## config.mk

```make
export PLATFORM = sky130hd
export DESIGN_NAME = iiitb_freqmeas
export DESIGN_NICKNAME = d
export VERILOG_FILES = /design/src/rtl/iiitb_freqdiv_pkg.sv /design/src/rtl/iiitb_edge_det.sv /design/src/rtl/iiitb_freqmeas.sv
export SDC_FILE = /design/constraint.sdc
export NUM_CORES = 1
export LEC_CHECK = 0
export BUFFER_PORTS_ARGS = -buffer_cell sky130_fd_sc_hd__clkbuf_2
export CAP_MARGIN = 5
export CORE_MARGIN = 2
export CORE_UTILIZATION = 25
export CTS_CLUSTER_DIAMETER = 200
export CTS_CLUSTER_SIZE = 24
export DETAILED_ROUTE_END_ITERATION = 7
export MAX_ROUTING_LAYER = met4
export PLACE_DENSITY = 0.44
export SLEW_MARGIN = 20
export SYNTH_ARGS = -nofsm -noshare
export SYNTH_HDL_FRONTEND = slang
export SYNTH_SLANG_ARGS = --single-unit
```

## constraint.sdc

```tcl
create_clock -name clkin -period 5.59 [get_ports clkin]
set_input_delay 0.2795 -clock clkin [delete_from_list [all_inputs] [get_ports clkin]]
set_output_delay 0.2795 -clock clkin [all_outputs]
set_load 0.01 [all_outputs]
```

## src/rtl/iiitb_freqdiv_pkg.sv

```systemverilog
// Shared definitions for the frequency measurement block: FSM state encoding
// and the default phase-counter width.
package iiitb_freqdiv_pkg;

  localparam int unsigned CNT_W_DEF = 8;

  typedef logic [1:0] state_t;

  localparam state_t IDLE = 2'd0;
  localparam state_t ARM  = 2'd1;
  localparam state_t HIGH = 2'd2;
  localparam state_t LOW  = 2'd3;

endpackage

```

## src/rtl/iiitb_edge_det.sv

```systemverilog
// Two-stage register on the clkin-derived signal plus rise/fall decode.
// No synchronizer: the input is already in the clkin domain.
module iiitb_edge_det (
  input  logic clk,
  input  logic rst,
  input  logic clr,
  input  logic sig_in,
  output logic rise_c,
  output logic fall_c
);

  logic sig_q, sig_d;
  logic sig_qq, sig_qq_d;

  // Next values of the two sampling stages; clr flushes both.
  always_comb begin
    sig_d    = sig_in;
    sig_qq_d = sig_q;
    if (clr) begin
      sig_d    = 1'b0;
      sig_qq_d = 1'b0;
    end
  end

  // Sampling stages.
  always_ff @(posedge clk or posedge rst) begin
    if (rst) begin
      sig_q  <= 1'b0;
      sig_qq <= 1'b0;
    end else begin
      sig_q  <= sig_d;
      sig_qq <= sig_qq_d;
    end
  end

  assign rise_c = sig_q & ~sig_qq;
  assign fall_c = ~sig_q & sig_qq;

endmodule

```

## src/rtl/iiitb_freqmeas.sv

```systemverilog
// Period / high-time meter for a clkin-derived divided clock, with a
// valid/ready result port, sticky overrun and a stuck-signal flag.
// Optional macro FREQMEAS_CHECK_EN adds exp_period input and mismatch output.
module iiitb_freqmeas
  import iiitb_freqdiv_pkg::*;
#(
  parameter int unsigned CNT_W = CNT_W_DEF
) (
  input  logic             clkin,
  input  logic             rst,
  input  logic             en,
  input  logic             sig_in,
  output logic             meas_valid,
  input  logic             meas_ready,
  output logic [CNT_W:0]   period,
  output logic [CNT_W-1:0] high_time,
  output logic             overrun,
  output logic             stuck
`ifdef FREQMEAS_CHECK_EN
  ,
  input  logic [CNT_W:0]   exp_period,
  output logic             mismatch
`endif
);

  localparam logic [CNT_W-1:0] CNT_MAX = '1;
  localparam logic [CNT_W-1:0] CNT_ONE = CNT_W'(1);

  logic             rise_c, fall_c;
  logic             capture_c;
  logic [CNT_W:0]   sum_c;

  state_t           state_q, state_d;
  logic [CNT_W-1:0] hcnt_q, hcnt_d;
  logic [CNT_W-1:0] lcnt_q, lcnt_d;
  logic             valid_q, valid_d;
  logic [CNT_W:0]   period_q, period_d;
  logic [CNT_W-1:0] high_q, high_d;
  logic             overrun_q, overrun_d;
  logic             stuck_q, stuck_d;
`ifdef FREQMEAS_CHECK_EN
  logic             mismatch_q, mismatch_d;
`endif

  iiitb_edge_det u_edge_det (
    .clk    (clkin),
    .rst    (rst),
    .clr    (~en),
    .sig_in (sig_in),
    .rise_c (rise_c),
    .fall_c (fall_c)
  );

  // FSM, phase counters and result handshake.
  always_comb begin
    state_d   = state_q;
    hcnt_d    = hcnt_q;
    lcnt_d    = lcnt_q;
    valid_d   = valid_q;
    period_d  = period_q;
    high_d    = high_q;
    overrun_d = overrun_q;
    stuck_d   = stuck_q;
    capture_c = 1'b0;
    sum_c     = (CNT_W+1)'(hcnt_q) + (CNT_W+1)'(lcnt_q);
`ifdef FREQMEAS_CHECK_EN
    mismatch_d = mismatch_q;
`endif

    case (state_q)
      IDLE: begin
        if (en) state_d = ARM;
      end
      // Wait for the first rise; that phase is partial so nothing is captured.
      ARM: begin
        if (rise_c) begin
          state_d = HIGH;
          hcnt_d  = CNT_ONE;
        end
      end
      // A saturated counter means the signal stopped toggling.
      HIGH: begin
        if (hcnt_q == CNT_MAX) begin
          stuck_d = 1'b1;
          state_d = ARM;
        end else if (fall_c) begin
          state_d = LOW;
          lcnt_d  = CNT_ONE;
        end else begin
          hcnt_d = hcnt_q + CNT_ONE;
        end
      end
      LOW: begin
        if (lcnt_q == CNT_MAX) begin
          stuck_d = 1'b1;
          state_d = ARM;
        end else if (rise_c) begin
          state_d   = HIGH;
          hcnt_d    = CNT_ONE;
          capture_c = 1'b1;
        end else begin
          lcnt_d = lcnt_q + CNT_ONE;
        end
      end
      default: state_d = IDLE;
    endcase

    // A new result loads if the slot is free or being drained this cycle.
    if (capture_c) begin
      if (!valid_q || meas_ready) begin
        valid_d  = 1'b1;
        period_d = sum_c;
        high_d   = hcnt_q;
        stuck_d  = 1'b0;
`ifdef FREQMEAS_CHECK_EN
        mismatch_d = (sum_c != exp_period);
`endif
      end else begin
        overrun_d = 1'b1;
      end
    end else if (valid_q && meas_ready) begin
      valid_d = 1'b0;
`ifdef FREQMEAS_CHECK_EN
      mismatch_d = 1'b0;
`endif
    end

    // Disabling behaves like a synchronous reset and discards any result.
    if (!en) begin
      state_d   = IDLE;
      hcnt_d    = '0;
      lcnt_d    = '0;
      valid_d   = 1'b0;
      period_d  = '0;
      high_d    = '0;
      overrun_d = 1'b0;
      stuck_d   = 1'b0;
`ifdef FREQMEAS_CHECK_EN
      mismatch_d = 1'b0;
`endif
    end
  end

  // State and result registers.
  always_ff @(posedge clkin or posedge rst) begin
    if (rst) begin
      state_q   <= IDLE;
      hcnt_q    <= '0;
      lcnt_q    <= '0;
      valid_q   <= 1'b0;
      period_q  <= '0;
      high_q    <= '0;
      overrun_q <= 1'b0;
      stuck_q   <= 1'b0;
`ifdef FREQMEAS_CHECK_EN
      mismatch_q <= 1'b0;
`endif
    end else begin
      state_q   <= state_d;
      hcnt_q    <= hcnt_d;
      lcnt_q    <= lcnt_d;
      valid_q   <= valid_d;
      period_q  <= period_d;
      high_q    <= high_d;
      overrun_q <= overrun_d;
      stuck_q   <= stuck_d;
`ifdef FREQMEAS_CHECK_EN
      mismatch_q <= mismatch_d;
`endif
    end
  end

  assign meas_valid = valid_q;
  assign period     = period_q;
  assign high_time  = high_q;
  assign overrun    = overrun_q;
  assign stuck      = stuck_q;
`ifdef FREQMEAS_CHECK_EN
  assign mismatch   = mismatch_q;
`endif

endmodule

```

; ---- Yosys cells after proc, flatten, opt, wreduce, memory -nomap -nowiden
; Cells that the tools add are included.
[word_totals]
register_bits = 40
input_bits = 5
output_inout_bits = 20
word_cells = 86
[op_classes]
addsub = 3
eq_ne = 18
n_mux = 42
bitwise_logic = 4
n_reduce_logical = 9
[op_table]
columns = op, count
row1 = $mux 8, 13
row2 = $mux 9, 3
row3 = $pmux 8 s3, 1
row4 = $mux 1, 17
row5 = $add 8x1->8 const B, 2
row6 = $eq 8x8->1 const B, 2
row7 = $pmux 8 s2, 1
row8 = $ne 3x3->1 const B, 5
row9 = $mux 2, 5
row10 = $add 8x8->9, 1
row11 = $pmux 2 s4, 1
row12 = $ne 3x1->1 const B, 2
row13 = $reduce_and 2->1, 3
row14 = $reduce_and 5->1, 1
row15 = $eq 2x2->1 const B, 2
row16 = $ne 2x1->1 const B, 2
row17 = $ne 4x1->1 const B, 1
row18 = $ne 4x4->1 const B, 1
row19 = $reduce_and 4->1, 1
row20 = $ne 3x2->1 const B, 1
row21 = $and 1x1->1, 2
row22 = $eq 2x1->1 const B, 1
row23 = $logic_not 2->1, 1
row24 = $ne 2x2->1 const B, 1
row25 = other kinds (5), 6

; ---- Depth between registers and ports, before layout
[depth]
depth_word = 7
ltp_mapped = 7
depth_no_buf = 7

; ---- By module
; From an unflattened synthesis, not the netlist that was laid out.
[hier_totals]
cells_unflattened = 213
hier_area_um2 = 2273.4
[modules_own_cells]
columns = module, n_inst, cells_each, area_per_inst_um2
row1 = iiitb_freqmeas, 1, 206, 2194.6
row2 = iiitb_edge_det, 1, 7, 78.8

; ---- Least setup slack after synthesis
; Ideal clock, no wire load.
[synth_path]
path_type = reg2reg
startpoint = register hcnt_q[0]
endpoint = register period_q[6] (netlist: period[6])
setup_time_ps = 121
arrival_ps = 1910
required_time_ps = 5469
slack_ps = 3559
stages_incl_launch_ff = 8
path_buffers = 0
period_less_slack_ps = 2031
path_cell_list = dfrtp_1 > ha_1 > fa_1 > a211o_1 > o211ai_1 > a21oi_1 > xnor2_1 > a22o_1
[synth_between]
elab_chain_cells = 4
[synth_lines]
columns = element, line_no
row1 = from (decl), iiitb_freqmeas.sv:34  ; logic [CNT_W-1:0] hcnt_q, hcnt_d;
row2 = from (signal assigned), iiitb_freqmeas.sv:160  ; hcnt_q <= hcnt_d;
row3 = $add 8x8->9, iiitb_freqmeas.sv:65  ; sum_c = (CNT_W+1)'(hcnt_q) + (CNT_W+1)'(lcnt_q);
row4 = $mux 9, iiitb_freqmeas.sv:110  ; if (!valid_q || meas_ready) begin
row5 = $mux 9, iiitb_freqmeas.sv:109  ; if (capture_c) begin
row6 = $mux 9, iiitb_freqmeas.sv:129  ; if (!en) begin
row7 = to (signal assigned), iiitb_freqmeas.sv:163  ; period_q <= period_d;
row8 = to (decl), iiitb_freqmeas.sv:37  ; logic [CNT_W:0] period_q, period_d;
; Every way passes these cells. The select of a mux whose other input is x is not followed.
; A chain may end at the register's enable or synchronous reset.

; ---- Worst setup path after layout
[layout_path]
startpoint = register lcnt_q[1]
endpoint = register period_q[3] (netlist: period[3])
[layout_between]
elab_chain_cells = 5
elab_cells_between_ends = 9
cone_classes = 1 x add/sub / 2 x eq/ne / 5 x mux / 1 x reduce/logical
[layout_lines]
columns = element, line_no
row1 = from (decl), iiitb_freqmeas.sv:35  ; logic [CNT_W-1:0] lcnt_q, lcnt_d;
row2 = from (signal assigned), iiitb_freqmeas.sv:161  ; lcnt_q <= lcnt_d;
row3 = "parallel branches: the longest is 5 deep, another holds $add 8x8->9", n/a
; Several ways; the timed one is not identified. The select of a mux whose other input is x is not followed.

==> qor.yml <==
yosys:
  synth_seq_area_share_pct: 43.7
  synth_cells: 227
  synth-edff-count: 0
  async_reset_ff_share_pct: 100
  synth-seq-cells: 40
  syn-num-nets: 243
  synth-main-ff-cell: "dfrtp_1"
  syn_area_um2: 2290
  synth_cell_types: 57
  yosysWarnings: 0
  syn_avg_cell_area_um2: 10.1
setup_path:
  crit_slowest_cell: "nor4_4"
  crit_type: "flip-flop to flip-flop"
  worst-path-buf-inv: 0
  cp_slowest_stage_delay_ns: 0.85
  cp_max_fo: 18
  worst-endpoint-required_ns: 5.82
  arrival_ns: 2.65
  critPathTopFamily: "simple AND/OR/NAND/NOR gates"
  r2r_cells: 6
  worstPathCellList: "ha_1, and3_1, and2_1, nor4_4, o31ai_1, o21ai_0"
  reg2reg_from: "lcnt_q[1]"
  endpoint_kind: "flip-flop"
  reg2reg_slack_ns: 3.18
  cp-start-kind: "flip-flop"
  r2r_end: "period[3]"
detailed_routing:
  drc: 0
  firstDrtPassIters: 4
  via_count: 1851
  postRouteAntennaNets: 0
  wl_per_cell_um: 16.4
  wirelength_um: 5920
  vias_per_cell: 5.13
  drtIter0Drc: 46
clocking:
  post_cts_buffers: 0
  root_buffer: "clkbuf_8"
  clkTransAtPathRegs_ns: 0.09
  tritoncts: "yes"
  cts_buffers: 5
  cts.htree.levels: 2
  worstSkewPairLatency_ns: 0.30
  clock_sinks: 40
  cts_buffer_depth: 2
  postCtsResizedCells: 0
  postCtsHoldBufs: 0
floorplanning:
  die_h_um: 99.8
  fp.dieW_um: 99.8
  start_util_pct: 26.0
  core_um2: 8810
  die_area_um2: 9950
  io-pin-count: 25
  num_rows: 34
placed_design:
  io_buffers: 24
  gp_routability_congestion: 0.820
  dpl_worst_slack_ns: 3.18
  hpwl_um: 4260
cells_and_area:
  fin_util_pct: 30.0
  num-nets-final: 268
  drive_above_1_share_pct: 18.6
  fillers: 924
  diodes: 0
  layout_common_cells: "dfrtp_1 (40), clkbuf_2 (24), nand2_1 (15)"
  synthToLayoutAreaGrowth_pct: 15.1
  final_common_cell: "dfrtp_1"
sta:
  setup_viol: 0
  fin_crit_sh_pct: 43.2
  fin_skew_ns: 0.00832
  fin_ws_ns: 3.18
  hold_viol: 0
  max_freq_mhz: 414
  rsz0062_at_grt: "no"
  setup_tns_ns: 0
  tightest_slew_ns: 0.968
  timing.hold.ws_ns: 0.0737
  slew_headroom_pct: 35.0
  min_period_ns: 2.41
  maxSlewViolCount: 0
global_routing:
  overflow: 0
  grt_pass1_wl_um: 9800
  grt_max_degree: 41
  grt_usage_pct: 12.9
  first_global_vias: 1830
  antenna_found_initial: 0
run_status:
  status: "finished, final reports clean"
power:
  leakagePower_uw: 0.00120
  power_density_nw_per_um2: 224
  ir_drop_mv: 0.108
job:
  maxCapViolCount: 0
hold_path:
  min-delay-path-class: "input port to asynchronous set/reset pin"
[where the power goes]
group	switching (µW)	internal, µW	total, µW
Sequential	6.30	292	298
Clock	115	146	261
Combinational	23.1	9.45	32.5
[metal layers]
| layer | global-route usage (%) | vias up | routed length, µm |
|---|---|---|---|
| li1 | - | 913 | - |
| met1 | 17.1 | 893 | 2930 |
| met2 | 19.8 | 36 | 2670 |
| met3 | 2.53 | 9 | 206 |
| met4 | 4.32 | 0 | 106 |
| met5 | - | - | 0 |
[layout make-up]
class / instances / area (µm²) / area share (%)
clock buffers: 6 / 82.6 / 3.13
clock inverters: 2 / 38.8 / 1.47
flip-flops and latches: 40 / 1000 / 37.9
repair buffers: 25 / 128 / 4.84
well taps: 108 / 135 / 5.12
inverters: 8 / 30.0 / 1.14
multi-input cells: 172 / 1220 / 46.4
[kinds of logic (layout without fill, tap and decap cells)]
| family | after synthesis | in the layout | share of synthesized area, % |
|---|---|---|---|
| AND/OR/NAND/NOR | 82 | 82 | 20.7 |
| XOR/XNOR | 4 | 4 | 1.53 |
| flip-flops | 40 | 40 | 43.7 |
| adder cells (fa/ha/maj) | 11 | 11 | 6.33 |
| multiplexers | 1 | 1 | 0.437 |
| AO/OA/AOI/OAI | 74 | 74 | 24.4 |
| buffers and inverters | 15 | 41 | 2.95 |
[how the worst max path moves through the flow]
stage,to,depth (start not counted),from
after floorplan,period[6],7,hcnt_q[0]
after CTS,period[3],6,lcnt_q[1]
after global placement,period[3],6,lcnt_q[0]
final,period[3],6,lcnt_q[1]
after detailed placement,period[3],6,lcnt_q[0]
after global routing,period[3],6,lcnt_q[1]
[worst min-delay path: stages]
cell	delay [ns]
clkbuf_2	0.08
inv_1	0.04
buf_4	0.44
[Yosys cell counts (2+ instances only)]
library cell	count	area (µm²)
a211o_1	2	17.5
a211oi_1	2	15.0
a21oi_1	14	70.1
a22o_1	14	123
a2bb2oi_1	2	17.5
and2_1	3	18.8
and2b_1	2	15.0
and3_1	2	12.5
buf_2	3	15.0
clkbuf_1	3	11.3
dfrtp_1	40	1000
ha_1	10	125
inv_1	8	30.0
nand2_1	15	56.3
nand2b_1	4	25.0
nand3_1	13	65.1
nand4_1	4	25.0
nor2_1	14	52.6
nor2b_1	2	12.5
nor3_1	5	25.0
o211ai_1	3	22.5
o21a_1	2	15.0
o21ai_0	11	55.1
o31ai_1	9	67.6
or3_1	2	12.5
or3_2	3	22.5
or4_1	3	22.5
xnor2_1	3	26.3
[sequential cells by signal, summed over array words and instances (netlist names), 2 cells and up]
name and flops:
lcnt_q 8, period 9, hcnt_q 8, high_time 8
state_q 2
[through the flow]
stage / cells / power (µW) / area, µm²
2_1_floorplan: 227 / 327 / 2290
3_3_place_gp: 353 / 337 / 2520
3_5_place_dp: 353 / 337 / 2520
4_1_cts: 361 / 599 / 2640
5_1_grt: 361 / 616 / 2640
6_report: 361 / 591 / 2640
No activity file was read; power rests on OpenSTA's default activity.
